## src/rtl/uart_pkg.sv

```systemverilog
`default_nettype none
// ============================================================================
// Module   : uart_pkg
// Purpose  : Shared UART receiver and frame-decoder constants and helpers.
// Revision : 1.0
// ============================================================================
package uart_pkg;

    // Receiver state encoding
    localparam logic [1:0] c_ST_IDLE  = 2'd0;
    localparam logic [1:0] c_ST_START = 2'd1;
    localparam logic [1:0] c_ST_DATA  = 2'd2;
    localparam logic [1:0] c_ST_STOP  = 2'd3;

    // Command-frame bytes shared with the decoder
    localparam logic [7:0] c_FRAME_START = 8'hAA;
    localparam logic [7:0] c_FRAME_STOP  = 8'h55;
    localparam logic [7:0] c_CMD_M       = 8'd77;
    localparam logic [7:0] c_CMD_C       = 8'd67;
    localparam logic [7:0] c_CMD_D       = 8'd68;
    localparam logic [7:0] c_CMD_T       = 8'd84;

    function automatic int calc_baud_div(input int clk_freq, input int baud);
        return clk_freq / baud;
    endfunction

endpackage
`default_nettype wire

```

## src/rtl/sync_2ff.sv

```systemverilog
`default_nettype none
// ============================================================================
// Module   : sync_2ff
// Purpose  : Two-flop synchronizer for an asynchronous single-bit input.
// Revision : 1.0
// ============================================================================
module sync_2ff #(
    parameter logic RESET_VAL = 1'b1
) (
    input  logic clk,
    input  logic rst,
    input  logic i_async,
    output logic o_sync
);

    logic r_meta;
    logic r_sync;

    always_ff @(posedge clk) begin
        if (rst) begin
            r_meta <= RESET_VAL;
            r_sync <= RESET_VAL;
        end else begin
            r_meta <= i_async;
            r_sync <= r_meta;
        end
    end

    assign o_sync = r_sync;

endmodule
`default_nettype wire

```

## src/rtl/uart_byte_rx.sv

```systemverilog
`default_nettype none
// ============================================================================
// Module   : uart_byte_rx
// Purpose  : 8N1 UART receiver with false-start and framing-error detection.
// Revision : 1.0
// ============================================================================
module uart_byte_rx
    import uart_pkg::*;
#(
    parameter int CLK_FREQ = 50_000_000,
    parameter int BAUD     = 9600
) (
    input  logic       clk,
    input  logic       rst,
    input  logic       rx,
    output logic [7:0] data,
    output logic       data_valid,
    output logic       frame_err,
    output logic       busy
);

    // BAUD_DIV below 4 leaves no room for a mid-bit sample point.
    localparam int BAUD_DIV = calc_baud_div(CLK_FREQ, BAUD);
    localparam int CNT_W    = $clog2(BAUD_DIV);
    localparam logic [CNT_W-1:0] c_CNT_HALF = CNT_W'(BAUD_DIV / 2 - 1);
    localparam logic [CNT_W-1:0] c_CNT_FULL = CNT_W'(BAUD_DIV - 1);

    logic             w_rx_s;
    logic             w_fall;
    logic             r_rx_d;
    logic [1:0]       r_state;
    logic [CNT_W-1:0] r_baud_cnt;
    logic [2:0]       r_bit_idx;
    logic [7:0]       r_shift;

    sync_2ff #(
        .RESET_VAL (1'b1)
    ) u_rx_sync (
        .clk     (clk),
        .rst     (rst),
        .i_async (rx),
        .o_sync  (w_rx_s)
    );

    // A held-low line never re-triggers: a start needs a fresh high-to-low edge.
    assign w_fall = r_rx_d & ~w_rx_s;

    always_ff @(posedge clk) begin
        if (rst) begin
            r_rx_d     <= 1'b1;
            r_state    <= c_ST_IDLE;
            r_baud_cnt <= '0;
            r_bit_idx  <= 3'd0;
            r_shift    <= 8'h00;
            data       <= 8'h00;
            data_valid <= 1'b0;
            frame_err  <= 1'b0;
            busy       <= 1'b0;
        end else begin
            r_rx_d     <= w_rx_s;
            data_valid <= 1'b0;
            frame_err  <= 1'b0;
            case (r_state)
                c_ST_IDLE: begin
                    if (w_fall) begin
                        r_state    <= c_ST_START;
                        r_baud_cnt <= '0;
                        busy       <= 1'b1;
                    end
                end
                c_ST_START: begin
                    if (r_baud_cnt == c_CNT_HALF) begin
                        r_baud_cnt <= '0;
                        if (!w_rx_s) begin
                            r_state   <= c_ST_DATA;
                            r_bit_idx <= 3'd0;
                        end else begin
                            r_state <= c_ST_IDLE;
                            busy    <= 1'b0;
                        end
                    end else begin
                        r_baud_cnt <= r_baud_cnt + 1'b1;
                    end
                end
                c_ST_DATA: begin
                    if (r_baud_cnt == c_CNT_FULL) begin
                        r_baud_cnt <= '0;
                        r_shift    <= {w_rx_s, r_shift[7:1]};
                        if (r_bit_idx == 3'd7) begin
                            r_state <= c_ST_STOP;
                        end else begin
                            r_bit_idx <= r_bit_idx + 1'b1;
                        end
                    end else begin
                        r_baud_cnt <= r_baud_cnt + 1'b1;
                    end
                end
                default: begin
                    // Leave at mid stop bit so a back-to-back start edge is not missed.
                    if (r_baud_cnt == c_CNT_FULL) begin
                        r_baud_cnt <= '0;
                        r_state    <= c_ST_IDLE;
                        busy       <= 1'b0;
                        if (w_rx_s) begin
                            data       <= r_shift;
                            data_valid <= 1'b1;
                        end else begin
                            frame_err  <= 1'b1;
                        end
                    end else begin
                        r_baud_cnt <= r_baud_cnt + 1'b1;
                    end
                end
            endcase
        end
    end

endmodule
`default_nettype wire

```

## config.mk

```make
export PLATFORM = sky130hd
export DESIGN_NAME = uart_byte_rx
export DESIGN_NICKNAME = d
export VERILOG_FILES = /design/src/rtl/uart_pkg.sv /design/src/rtl/sync_2ff.sv /design/src/rtl/uart_byte_rx.sv
export SDC_FILE = /design/constraint.sdc
export NUM_CORES = 1
export LEC_CHECK = 0
export CAP_MARGIN = 5
export CORE_ASPECT_RATIO = 2
export CORE_UTILIZATION = 45
export CTS_CLUSTER_SIZE = 20
export DETAILED_ROUTE_END_ITERATION = 8
export PLACE_DENSITY = 0.75
export SYNTH_ARGS = -nofsm -noshare
export SYNTH_HDL_FRONTEND = slang
export SYNTH_SLANG_ARGS = --single-unit
```

## constraint.sdc

```tcl
create_clock -name clk -period 1.9 [get_ports clk]
set_input_delay 0.57 -clock clk [delete_from_list [all_inputs] [get_ports clk]]
set_output_delay 0.57 -clock clk [all_outputs]
set_load 0.02 [all_outputs]
```

==> out/qor.csv <==
metric;value;unit
Worst Setup Start Kind;flip-flop;
DR WL/cell;13.4;um
Cells after Synth;180;
I/O Pins;14;
Synth area leader;dfxtp_1;
worst r2r src;r_baud_cnt[0];
antenna viol nets, final;0;
fmax;0.550;GHz
Worst Hold Path Cells;1;
vias in the first global route;1427;
Mapped Nets;186;
vias per std cell;5.19;
die height;91.6;um
top cells by area, synth;dfxtp_1, mux2i_1, nor2_1;
setup TNS;0;ns
diode count;0;
slowest CP cell;clkdlybuf4s50_1;
Top delay family on crit path;buffers and inverters;
Synth Warn #;0;
switching part of the total power;22.3;%
layout cell share with drive strength beyond 1;17.6;%
Placer Congestion;0.798;
port bufs;13;
Skew-Pair Late Insertion Delay;0.29;ns
first-pass GRT wire length;5970;um
CP max FO;2;
post-DP HPWL;2520;um
initial antenna violation count;0;
CP cell instances;clkdlybuf4s50_1;
CP max stage delay;0.61;ns
Comb pwr share;5.4;%
commonest cells after routing, fill and taps aside;nor2_1, dfxtp_1, mux2i_1, clkdlybuf4s50_1, nand2_1;
CTS Buffer Depth;2;
initial drt markers;19;
post-synthesis instance area;1810;um^2
distinct cell type count of the synthesized netlist;41;
final setup violation count;0;
Req. time, crit path;1.33;ns
setup bufs post-CTS;0;
hold_sp;u_rx_sync.r_meta;
PD cells;764;nW/um^2
synthesized area per cell;10.0;um^2
Chip Width;46.8;um
Slew HR;69.6;%
CTS clock-pin slew for the worst setup and hold paths;0.08;ns
PnR worst setup slack;0.0804;ns
total global-route track usage;19.3;%
Synth Register Bits;40;
Clock Skew;0.00631;ns
Die ar.;4290;um^2
status;finished clean;
CTS Hold Buffers Added;0;
CTS H-tree depth;2;
RSZ-0062 raised after global routing;yes;
worst slew pin tran;0.456;ns
CP Data Arrival Time;1.25;ns
Initial Util;47.0;%
site row count;32;
WP depth;1;
CTS tree;done;
total number of vias;1329;
CTS buffer count;5;
Pins Over Slew Limit;0;
synth-to-layout area growth;19.2;%
TritonCTS Sinks;40;
FILL cells;371;
GRT overflow;0;
Worst Setup SP;data[4];
clock root buffer;clkbuf_8;
Post-Route WL;3420;um
largest net degree at the start of global routing;33;
max_cap viols;0;
Clock power frac;42.7;%
Peak VDD IR;0.000571;V
Crit. End Element;output port;
worst hold path class;reg2reg;
Worst Path Buf+Inv;1;
Int Power;1280;uW
Worst Reg-to-Reg Cells;7;
worst slack at placement;0.103;ns
Static Leak;0.000838;uW
Core Box Area;3840;um^2
nets;210;
register area share after synthesis;44.3;%
first drt pass iteration count;4;
Seq pwr share;51.9;%
min Tclk post-route;1.82;ns
critical path type;reg2out;
number of remaining DRC errors;0;
Yosys top cell area share;44.3;%
final worst-path cycle share;95.8;%
post-cts resize count;0;
Hold Fails Final Rpt;0;
P_sw;367;uW
[layout make-up]
type                       count  area, um^2  area share [%]
sequential                    40         803            37.3
inverter                       3        11.3           0.523
clock inverter                 3        46.3            2.15
multi-input combinational    129         923            42.9
tap                           51        63.8            2.96
clock buffer                   5        68.8            3.20
timing repair buffer          25         236            11.0
[synthesized netlist by cell type]
cell type and count:
a2111oi_4 1, nor3b_4 2, nor2b_1 2, and4bb_2 1, buf_4 1, or3_1 1, a21o_1 1, nand3b_1 2
o21ai_0 3, buf_6 4, a21oi_1 2, xor2_1 6, nand2b_1 1, o32ai_4 1, dlygate4sd1_1 2, and3_1 2
nor3_1 1, xnor2_1 3, a22oi_1 1, and2_1 2, mux2i_1 20, ha_1 3, nor3b_1 2, nand4_1 3
nand3_1 5, clkbuf_1 1, and4_1 1, dfxtp_1 40, inv_1 3, a211oi_1 1, a31oi_1 2, and4bb_1 1
nand4b_4 1, nand2_1 12, o21bai_4 1, nor2_2 1, nor2_1 38, or2_2 3, a2111oi_2 1, a22o_2 1
nor4b_1 1
[path summary, 6_finish.rpt]
path / end / slack [ns]
worst min-delay path: u_rx_sync.o_sync / 0.42
worst max-delay path: data[4] / 0.08
worst min register to register: u_rx_sync.o_sync / 0.42
worst max register to register: data[4] / 0.14
[flip-flops by register name (all words and copies together), names as in the netlist]
register,flops
r_baud_cnt,13
data,8
r_shift,8
r_bit_idx,3
r_state,2
busy,1
data_valid,1
frame_err,1
r_rx_d,1
u_rx_sync.o_sync,1
u_rx_sync.r_meta,1
[through the flow]
| stage | total power (uW) | std cells | util, % | hold WS, ns | instance area [um^2] |
|---|---|---|---|---|---|
| after floorplan | 937 | 180 | - | 0.389 | 1810 |
| after global placement | 961 | 248 | 52.8 | 0.393 | 2030 |
| after detailed placement | 962 | 248 | 52.8 | 0.397 | 2030 |
| after CTS | 1660 | 256 | 55.8 | 0.417 | 2140 |
| after global routing | 1710 | 256 | 56.0 | 0.441 | 2150 |
| final | 1640 | 256 | 56.0 | 0.418 | 2150 |
[layer usage]
layer / share of wire [%] / vias up / routed length (um) / GRT usage (%)
met5: 0 / - / 0 / 0
li1: - / 666 / - / -
met4: 2.4 / 0 / 82 / 8.10
met2: 62 / 25 / 2100 / 36.5
met3: 2.3 / 8 / 80 / 5.51
met1: 34 / 630 / 1150 / 16.9
[power by group through the flow]
| stage | sequential [uW] | clock, uW | combinational, uW |
|---|---|---|---|
| finish | 853 | 702 | 88.5 |
| global route | 855 | 758 | 99.2 |
| CTS | 853 | 722 | 90.4 |
| detailed placement | 872 | 0 | 89.5 |
| global placement | 872 | 0 | 89.1 |
| floorplan | 875 | 0 | 61.5 |
[cell families after synthesis]
family                   after synthesis  share of synthesized area (%)
adder cells (fa/ha/maj)                3                           2.08
AO/OA/AOI/OAI                         15                           8.80
buffers and inverters                 11                           4.71
AND/OR/NAND/NOR                       82                           24.7
XOR/XNOR                               9                           4.36
multiplexers                          20                           11.1
flip-flops                            40                           44.3
Power figures use the tool's default switching activity.
